File: src/rtl/vlan_tag_inserter.sv
// VLAN tag inserter: adds an 802.1Q tag after the 12 MAC address bytes
// of a byte-stream frame, with per-frame TCI sampling and statistics.
module vlan_tag_inserter #(
    parameter logic [15:0] TPID  = 16'h8100,
    parameter int          CNT_W = 16
) (
    input  logic             clk,
    input  logic             rst_n,
    input  logic             s_valid,
    output logic             s_ready,
    input  logic [7:0]       s_data,
    input  logic             s_last,
    output logic             m_valid,
    input  logic             m_ready,
    output logic [7:0]       m_data,
    output logic             m_last,
    input  logic             tag_en,
    input  logic [11:0]      vlan_id,
    input  logic [2:0]       pcp,
    input  logic             dei,
    output logic [CNT_W-1:0] tagged_cnt,
    output logic [CNT_W-1:0] runt_cnt,
    output logic             runt_err
);

    typedef enum logic [1:0] {IDLE, MAC, TAG, BODY} state_t;

    state_t      state, state_nx;
    logic [3:0]  idx, idx_nx;
    logic [1:0]  t, t_nx;
    logic [15:0] tci_q;
    logic        load, acc;
    logic        out_ld, out_last;
    logic [7:0]  out_data;
    logic        sample, runt_now, tag_done;
    logic [7:0]  tag_byte;

    assign load    = !m_valid || m_ready;
    assign s_ready = load && (state != TAG);
    assign acc     = s_valid && s_ready;

    always_comb begin
        tag_byte = TPID[15:8];
        unique case (t)
            2'd0: tag_byte = TPID[15:8];
            2'd1: tag_byte = TPID[7:0];
            2'd2: tag_byte = tci_q[15:8];
            2'd3: tag_byte = tci_q[7:0];
        endcase
    end

    always_comb begin
        state_nx = state;
        idx_nx   = idx;
        t_nx     = t;
        out_ld   = 1'b0;
        out_data = s_data;
        out_last = s_last;
        sample   = 1'b0;
        runt_now = 1'b0;
        tag_done = 1'b0;
        unique case (state)
            IDLE: if (acc) begin
                out_ld = 1'b1;
                sample = 1'b1;
                idx_nx = 4'd1;
                if (s_last) begin
                    runt_now = tag_en;
                    state_nx = IDLE;
                end else if (tag_en) begin
                    state_nx = MAC;
                end else begin
                    state_nx = BODY;
                end
            end
            // Only tagged frames pass through MAC, so an early last is a runt.
            MAC: if (acc) begin
                out_ld = 1'b1;
                idx_nx = idx + 4'd1;
                if (s_last) begin
                    runt_now = 1'b1;
                    state_nx = IDLE;
                end else if (idx == 4'd11) begin
                    state_nx = TAG;
                    t_nx     = 2'd0;
                end
            end
            TAG: if (load) begin
                out_ld   = 1'b1;
                out_data = tag_byte;
                out_last = 1'b0;
                t_nx     = t + 2'd1;
                if (t == 2'd3) begin
                    tag_done = 1'b1;
                    state_nx = BODY;
                end
            end
            BODY: if (acc) begin
                out_ld = 1'b1;
                if (s_last) state_nx = IDLE;
            end
        endcase
    end

    always_ff @(posedge clk or negedge rst_n) begin
        if (!rst_n) begin
            state <= IDLE;
            idx   <= 4'd0;
            t     <= 2'd0;
            tci_q <= 16'd0;
        end else begin
            state <= state_nx;
            idx   <= idx_nx;
            t     <= t_nx;
            if (sample) tci_q <= {pcp, dei, vlan_id};
        end
    end

    always_ff @(posedge clk or negedge rst_n) begin
        if (!rst_n) begin
            m_valid <= 1'b0;
            m_data  <= 8'd0;
            m_last  <= 1'b0;
        end else if (out_ld) begin
            m_valid <= 1'b1;
            m_data  <= out_data;
            m_last  <= out_last;
        end else if (m_ready) begin
            m_valid <= 1'b0;
        end
    end

    // Counters stick at all-ones rather than wrapping.
    always_ff @(posedge clk or negedge rst_n) begin
        if (!rst_n) begin
            tagged_cnt <= '0;
            runt_cnt   <= '0;
            runt_err   <= 1'b0;
        end else begin
            runt_err <= runt_now;
            if (tag_done && tagged_cnt != '1)
                tagged_cnt <= tagged_cnt + CNT_W'(1);
            if (runt_now && runt_cnt != '1)
                runt_cnt <= runt_cnt + CNT_W'(1);
        end
    end

endmodule

File: config.mk
export PLATFORM = sky130hd
export DESIGN_NAME = vlan_tag_inserter
export DESIGN_NICKNAME = d
export VERILOG_FILES = /design/src/rtl/vlan_tag_inserter.sv
export SDC_FILE = /design/constraint.sdc
export NUM_CORES = 1
export LEC_CHECK = 0
export CAP_MARGIN = 40
export CELL_PAD_IN_SITES_DETAIL_PLACEMENT = 0
export CELL_PAD_IN_SITES_GLOBAL_PLACEMENT = 1
export CORE_UTILIZATION = 35
export DETAILED_ROUTE_END_ITERATION = 8
export PLACE_DENSITY = 0.74
export SYNTH_ARGS = -nofsm -noshare
export SYNTH_HDL_FRONTEND = slang
export SYNTH_SLANG_ARGS = --single-unit
export TNS_END_PERCENT = 5
File: constraint.sdc
create_clock -name clk -period 1.8 [get_ports clk]
set_input_delay 0.36 -clock clk [delete_from_list [all_inputs] [get_ports clk]]
set_output_delay 0.36 -clock clk [all_outputs]
set_load 0.05 [all_outputs]
* After elaboration in Yosys (flattened, before gate mapping) *
Cells that the tools add are included.

cells by class
  eq/ne operators = 19
  reduce and logical (&&, ||, !) cells = 15
  add/sub/neg operators = 4
  muxes and demuxes = 38

operators by type and width
  operator                 count
  $add A16 B1 Y16 const B  2
  $ne A16 B16 Y1 const B   2
  $pmux W8 S4              1
  $mux W2                  14
  $ne A2 B2 Y1 const B     9
  $mux W8                  2
  $mux W1                  14
  $eq A2 B2 Y1 const B     4
  $mux W4                  2
  $pmux W2 S4              1
  $pmux W4 S2              1
  $reduce_and A7 Y1        1
  $reduce_bool A2 Y1       3
  $reduce_and A5 Y1        1
  $add A4 B1 Y4 const B    1
  $eq A2 B1 Y1 const B     2
  $eq A4 B4 Y1 const B     1
  $logic_and A1 B1 Y1      4
  $logic_not A2 Y1         2
  $pmux W1 S2              2
  $pmux W2 S2              1
  $ne A3 B3 Y1 const B     1
  $reduce_and A3 Y1        1
  $reduce_or A3 Y1         1
  other kinds (3)          3

word-level totals
  word-level logic and storage cells = 86
  register bits after elaboration = 67
  output and inout port bits = 44

* Longest topological paths before layout *
Gate-level depths: netlist of the first run.

  word-level depth = 7
  mapped depth = 7
  depth with buffers taken out = 6

* Worst setup path before layout of the first run *
No wires, ideal clock.

  kind = register to register
  start point = register runt_cnt[0]
  end point = register runt_cnt[1]
  library setup time = 0.125 ns
  data arrival time = 2.081 ns
  setup slack = -0.406 ns
  clock period less this slack = 2.206 ns
  stages on the path, launching flop included = 7
  required time = 1.675 ns
  path buffers = 1
  cells stage by stage = dfrtp_1 -> ha_1 -> nand4_1 -> or4_1 -> buf_2 -> nand2_1 -> mux2_2

between the ends
  word-level cells in the longest chain between the ends = 2
  elaborated cells between the ends (all ways) = 3
  classes of those cells = 1 x add/sub; 1 x eq/ne; 1 x reduce/logical

ends and longest elaborated chain
  element                                                                  RTL line  source
  start: declaration                                                       22        output logic [CNT_W-1:0] runt_cnt,
  start signal: assignment                                                 144       runt_cnt <= runt_cnt + CNT_W'(1);
  parallel branches: the longest is 2 deep, another holds $add A16 B1 Y16  -

Parallel ways; which one is timed is not known.
A chain may end at the register's enable or synchronous reset.

* Final worst setup path of the first run *
  start point = register runt_cnt[1]
  end point = register runt_cnt[1]

Same word-level chain as after synthesis.

==> results.ini, run 1 <==
[timing]
max_freq_mhz = 573
hold_violations = 0
period_share = 0.970
clock_skew_ps = 14.5
holdWs_ps = 17.2
max_slew_margin = 0.674
setup_viol = 0
rsz0062_at_grt = yes
slew_viol_final = 0
worstMarginPinSlew_ps = 491
fin_setup_tns_ps = 0
period_needed_ps = 1750

[power_and_ir_drop]
powerDensity_nw_per_um2 = 1290
seqPwrFrac = 0.394
p_int_w = 0.00344
netSwitchingFraction = 0.401
p_clk_frac = 0.199
max-vdd-ir-drop_mv = 0.702
combPwrFrac = 0.407
leakagePower_nw = 2.04
p_sw_w = 0.00230

[status]
status = finished with violations
violations = DRC

[drt]
dr.max_layer_used = met4
drtIter0Drc = 104
first_pass_iters = 9
route.met2.wl_mm = 3.53
postRouteAntennaNets = 0
avgRoutedWirePerCell_um = 14.5
drc = 3
routed_wl_mm = 7.40
wl_met3_um = 316
via_per_inst = 5.16
via_count = 2638
m1WireLength_mm = 3.46

[cts]
insertion_delay_ps = 350
cts-root-buf = clkbuf_8
cts_tree = done
htreeDepth = 3
cts_buffer_depth = 2
numCtsBuffers = 9
numClockSinks = 67
clk_pin_slew_ps = 90

[yosys]
yosys_warnings = 0
syn_avg_cell_area_um2 = 11.1
ys_seq_area_frac = 0.518
synthXorXnorAreaFrac = 0.0785
synth_enable_flop_cells = 0
synthAdderAreaFrac = 0.0271
synth_flop_cell = dfrtp_1
postSynthCellCount = 292
synthSimpleGateAreaFrac = 0.195
async_reset_ff_frac = 1.00
synth-seq-cells = 67
synth_mux_area_frac = 0.0971
synth_top_family_by_area = simple AND/OR/NAND/NOR gates
ys_types = 41
synth_area_um2 = 3240
synth_compound_area_frac = 0.0634
synth_fp_nets = 329

[setup_path]
cp_max_fo = 4
critPathMaxStageDelay_ps = 510
reg2reg_depth = 5
cp_cell_sequence = ha_4, nand4_1, or4_4, nand2_2, mux2_2
crit_type = register to register
critPathCaptureType = register
arrival_ps = 1970
timing.rr.start = runt_cnt[1]$_DFFE_PN0P_
required_ps = 2020
crit_path_top_delay_cell = or4_4
ff2ff_setup_slack_ps = 50
startpoint_type = register
r2r-end = runt_cnt[1]$_DFFE_PN0P_

[final_layout]
final_layout_size_suffix_gt1_frac = 0.340
nNetsFinal = 435
area_growth_pct = 37.0
final_cell_mix = buf_4 (71), dfrtp_1 (52), clkdlybuf4s50_1 (28), mux2_2 (19)
antenna_cells = 0
final_common_cell = buf_4

[floorplan]
rows = 34
coreArea_um2 = 8850
initial_core_util = 0.366
fp.dieH_um = 98.2
ios = 74
dieWidth_um = 98.2
die_area_um2 = 9630

[placement]
place_hpwl_mm = 5.36
portBuffers = 73
gp_congestion = 0.785

[global_route]
antenna_found_initial = 0
grt_max_degree = 68
grt_pass1_wl_mm = 12.6
grt_overflow_total = 0
track_usage = 0.164
grt_pass1_vias = 2611

[job]
drv_cap = 0

[min_path]
hp-class = input port to async pin

==> through the flow <==
stage | instances | cell area [um^2] | utilization | power, W | worst slack [ps]
detailed placement | 494 | 4240 | 0.479 | 0.00463 | -239
floorplan | 292 | 3270 | - | 0.00379 | -178
CTS | 510 | 4410 | 0.499 | 0.00578 | 18.4
global placement | 494 | 4240 | 0.479 | 0.00459 | -201
finish | 511 | 4430 | 0.501 | 0.00574 | 53.3
global route | 511 | 4430 | 0.501 | 0.00609 | -14.1
==> power by group through the flow <==
stage	sequential (W)	combinational [W]	clock, W
2_1_floorplan	0.00287	0.000914	0
3_3_place_gp	0.00228	0.00231	0
5_1_grt	0.00233	0.00252	0.00124
4_1_cts	0.00227	0.00234	0.00117
3_5_place_dp	0.00230	0.00233	0
6_report	0.00226	0.00234	0.00114
==> metal layers <==
metal | vias up | track usage
li1 | 1276 | -
met1 | 1298 | 0.225
met2 | 55 | 0.252
met3 | 9 | 0.0351
met4 | 0 | 0.0666
met5 | - | 0
==> sequential cells by signal, indices dropped and copies added, names as in the netlist <==
signal      count
m_data          8
runt_cnt       16
tagged_cnt     16
m_last          1
t               2
idx             4
state           2
tci_q          16
m_valid         1
runt_err        1
==> what timing repair did <==
item                                    4_1_cts  5_1_grt
endpoints found under the setup margin        2       18
gates resized for setup                       2        4
pin swaps                                     0        1
setup buffers                                 0        1
hold buffers                                  0        0
hold endpoints to repair                      0        0
==> layout make-up <==
cell class / count / area (um^2)
clock buffers: 9 / 124
clock inverters: 7 / 53.8
fillers: 827 / 4410
inverters: 5 / 18.8
multi-input cells: 211 / 1520
flip-flops and latches: 67 / 1700
well taps: 108 / 135
repair buffers: 104 / 887
==> critical path: cells and delay by family, from the launching register on <==
family        cells  cell delay [ps]
simple gates      3              740
fa+ha+maj         1              160
mux               1              330
flops             1              400
==> synthesized netlist by cell type, types with 8 or more instances <==
library cell   n  area [um^2]
dfrtp_1       67         1680
mux2_2        19          214
nor2_1        19         71.3
nand4_1       18          113
nand2_1       17         63.8
nand3_1       16         80.1
xnor2_1       15          131
xor2_1        14          123
a21oi_1       12         60.1
mux2i_1       10          100
nor3_1        10         50.1
o21ai_0        9         45.0
nor4_1         8         50.1
==> cells by family after synthesis <==
group                      after synthesis
and+or+nand+nor                        113
buffers and inverters                   14
muxes                                   29
DFF                                     67
AOI/OAI and AO/OA                       33
adders and majority gates                7
xor gates and xnor gates                29
==> how the worst max path moves through the flow <==
| stage | startpoint | to | slack, ps |
|---|---|---|---|
| 3_3_place_gp | m_ready | tagged_cnt[15]$_DFFE_PN0P_ | -200 |
| 6_report | runt_cnt[1]$_DFFE_PN0P_ | runt_cnt[1]$_DFFE_PN0P_ | 50 |
| 4_1_cts | runt_cnt[1]$_DFFE_PN0P_ | runt_cnt[1]$_DFFE_PN0P_ | 20 |
| 3_5_place_dp | m_ready | tagged_cnt[11]$_DFFE_PN0P_ | -240 |
| 2_1_floorplan | runt_cnt[0]$_DFFE_PN0P_ | runt_cnt[1]$_DFFE_PN0P_ | -180 |
| 5_1_grt | tagged_cnt[0]$_DFFE_PN0P_ | tagged_cnt[7]$_DFFE_PN0P_ | -10 |
(Power assumes the default switching activity.)
==> run 2, diff against run 1 <==
--- a/config.mk
+++ b/config.mk
@@ -5,12 +5,13 @@
 export SDC_FILE = /design/constraint.sdc
 export NUM_CORES = 1
 export LEC_CHECK = 0
+export ABC_AREA = 1
 export CAP_MARGIN = 40
 export CELL_PAD_IN_SITES_DETAIL_PLACEMENT = 0
 export CELL_PAD_IN_SITES_GLOBAL_PLACEMENT = 1
-export CORE_UTILIZATION = 35
+export CORE_UTILIZATION = 34
 export DETAILED_ROUTE_END_ITERATION = 8
-export PLACE_DENSITY = 0.74
+export PLACE_DENSITY = 0.75
 export SYNTH_ARGS = -nofsm -noshare
 export SYNTH_HDL_FRONTEND = slang
 export SYNTH_SLANG_ARGS = --single-unit
==> run 2 against run 1 <==
- sequential power is essentially flat
- global-route usage grew 1.4 points
- sequential share of layout area shrank 4.3 points
- non-clock buffer count shrank 7
- worst setup slack gained 22 ps
- the run now ends clean
- largest power group unchanged
- clock-buffer cell count grew 1
- area after synthesis grew 17%
- worst hold slack lost 6.1 ps
- sequential cell count is the same
- largest cell class is now multi-input gates
- cell count grew 49%
- via count grew 33%
==> results.ini, run 2 <==
[drt]
drc = 0
avgRoutedWirePerCell_um = 12.6
routed_wl_mm = 9.54
via_per_inst = 4.63
postRouteAntennaNets = 0
via_count = 3515
first_pass_iters = 4
drtIter0Drc = 143

[timing]
max_freq_mhz = 580
clock_skew_ps = 12.3
fin_setup_tns_ps = 0
period_needed_ps = 1730
period_share = 0.958
worstMarginPinSlew_ps = 449
max_slew_margin = 0.697
setup_viol = 0
rsz0062_at_grt = no
hold_violations = 0
slew_viol_final = 0

[cts]
cts-root-buf = clkbuf_8
insertion_delay_ps = 350
numClockSinks = 67
clk_pin_slew_ps = 80
numCtsBuffers = 9
cts_tree = done
htreeDepth = 3
cts_buffer_depth = 2

[final_layout]
final_cell_mix = nand2_1 (229), dfrtp_1 (64), buf_4 (62), nor2_1 (47), inv_1 (41)
design_area_um2 = 4940
utilization = 0.456
final_common_cell = nand2_1
area_growth_pct = 30.4
antenna_cells = 0
reg_top3 = runt_cnt (16), tagged_cnt (16), tci_q (16)
layout.cells.non_filler = 759
final_layout_size_suffix_gt1_frac = 0.166
nNetsFinal = 651

[yosys]
synth_enable_flop_cells = 0
ys_seq_area_frac = 0.442
syn_avg_cell_area_um2 = 7.32
yosys_warnings = 0
synth_common_cells = nand2_1 (229), dfrtp_1 (67), nor2_1 (47), inv_1 (41), nand3_1 (39)
synth_area_um2 = 3790
synth_area_leaders = dfrtp_1 (44%), nand2_1 (23%), nand3_1 (5.1%)
synth_fp_nets = 555
synth-seq-cells = 67
ys_types = 29
synth_top_area_cell = dfrtp_1
yosys.cell_count.top_type = nand2_1
postSynthCellCount = 518
synth_top_area_frac = 0.442
async_reset_ff_frac = 1.00
synth_flop_cell = dfrtp_1

[placement]
place_hpwl_mm = 6.91
dpl_cell_area_um2 = 4730
dp_cells = 742
portBuffers = 73
gp_congestion = 0.757

[floorplan]
rows = 38
ios = 74
coreArea_um2 = 10800
fp.dieH_um = 108
dieWidth_um = 108
initial_core_util = 0.350
die_area_um2 = 11600

[setup_path]
critPathBufInv = 5
arrival_ps = 1370
required_ps = 1440
ff2ff_setup_slack_ps = 170
critPathTopFamily = buffers and inverters
critPathMaxStageDelay_ps = 460
r2r-end = runt_cnt[2]$_DFFE_PN0P_
crit_path_top_delay_cell = clkdlybuf4s50_1
crit_type = input port to primary output
critPathCaptureType = primary output
reg2reg_depth = 9
timing.rr.start = runt_cnt[0]$_DFFE_PN0P_
cp_cell_sequence = clkdlybuf4s50_1, inv_1, nand2_1, buf_4, nand2_1, inv_1, buf_12
startpoint_type = input port
cp_max_fo = 4

[status]
status = complete, no violations

[global_route]
grt_pass1_vias = 3353
grt_max_degree = 68
grt_overflow_total = 0
track_usage = 0.178
antenna_found_initial = 0
grt_pass1_wl_mm = 16.1

[power_and_ir_drop]
leakagePower_nw = 2.42
max-vdd-ir-drop_mv = 0.649
powerDensity_nw_per_um2 = 1250

[job]
drv_cap = 0

[min_path]
hp-class = input port to async pin

## run 2: changes by cell type after synthesis, moves of 9 or more
cell     change
xor2_1       -9
mux2_2      -19
inv_1       +37
mux2i_1     -10
nand3_1     +23
nor2_1      +28
nor3_1      -10
nand2_1    +212
## run 2: how the worst max path moves through the flow
| stage | startpoint | to | slack (ps) | depth (start not counted) |
|---|---|---|---|---|
| after floorplan | runt_cnt[1]$_DFFE_PN0P_ | runt_cnt[5]$_DFFE_PN0P_ | -100 | 9 |
| after global placement | m_ready | runt_cnt[0]$_DFFE_PN0P_ | -160 | 10 |
| after detailed placement | m_ready | runt_cnt[15]$_DFFE_PN0P_ | -180 | 9 |
| after CTS | runt_cnt[0]$_DFFE_PN0P_ | runt_cnt[1]$_DFFE_PN0P_ | 30 | 8 |
| after global routing | runt_cnt[1]$_DFFE_PN0P_ | runt_cnt[2]$_DFFE_PN0P_ | 9 | 9 |
| final | m_ready | s_ready | 70 | 7 |
## run 2: through the flow
step	hold WS, ps	setup slack (ps)	power (W)
after floorplan	64.4	-96.8	0.00400
after detailed placement	416	-184	0.00493
final	11.1	74.8	0.00617
after global routing	45.5	8.97	0.00660
after global placement	421	-163	0.00489
after CTS	36.4	33.4	0.00622
## run 2: repair_timing
action | in CTS | in global routing
gates resized for setup | 0 | 1
endpoints found under the setup margin | 0 | 16
hold buffers | 0 | 0
buffers inserted | 0 | 1
## run 2: worst reg2reg max path, delay by kind of cell, from the launching register on
family / cells / cell delay, ps
AND/OR/NAND/NOR: 6 / 570
flip-flops: 1 / 440
buffers and inverters: 2 / 280
adder cells (fa/ha/maj): 1 / 240
## run 2: kinds of logic (layout without fill, tap and decap cells)
kind of cell | after synthesis | after routing | synth area share
simple gates | 338 | 338 | 0.378
flops | 67 | 67 | 0.442
buf+inv | 57 | 158 | 0.0706
compound gates | 33 | 33 | 0.0495
xor+xnor | 16 | 16 | 0.0370
fa+ha+maj | 7 | 7 | 0.0231
## run 2: power by group
group	total, W	internal [W]	switching, W
sequential	0.00224	0.00193	0.000316
combinational	0.00265	0.000950	0.00170
clock	0.00127	0.000643	0.000629
## run 2: cell type report
class	instances	area (um^2)
Fill cell	1151	5900
Tap cell	140	175
Sequential cell	67	1680
Clock buffer	10	128
Timing Repair Buffer	97	871
Clock inverter	6	66.3
Inverter	45	174
Multi-Input combinational cell	394	1850
## run 2: routing by layer
| metal | up-vias | global-route usage | part of all wire | wire [um] |
|---|---|---|---|---|
| li1 | 1824 | - | - | - |
| met1 | 1635 | 0.230 | 0.47 | 4460 |
| met2 | 49 | 0.301 | 0.49 | 4650 |
| met3 | 7 | 0.0357 | 0.036 | 344 |
| met4 | 0 | 0.0470 | 0.0093 | 89 |
| met5 | - | 0 | 0 | 0 |
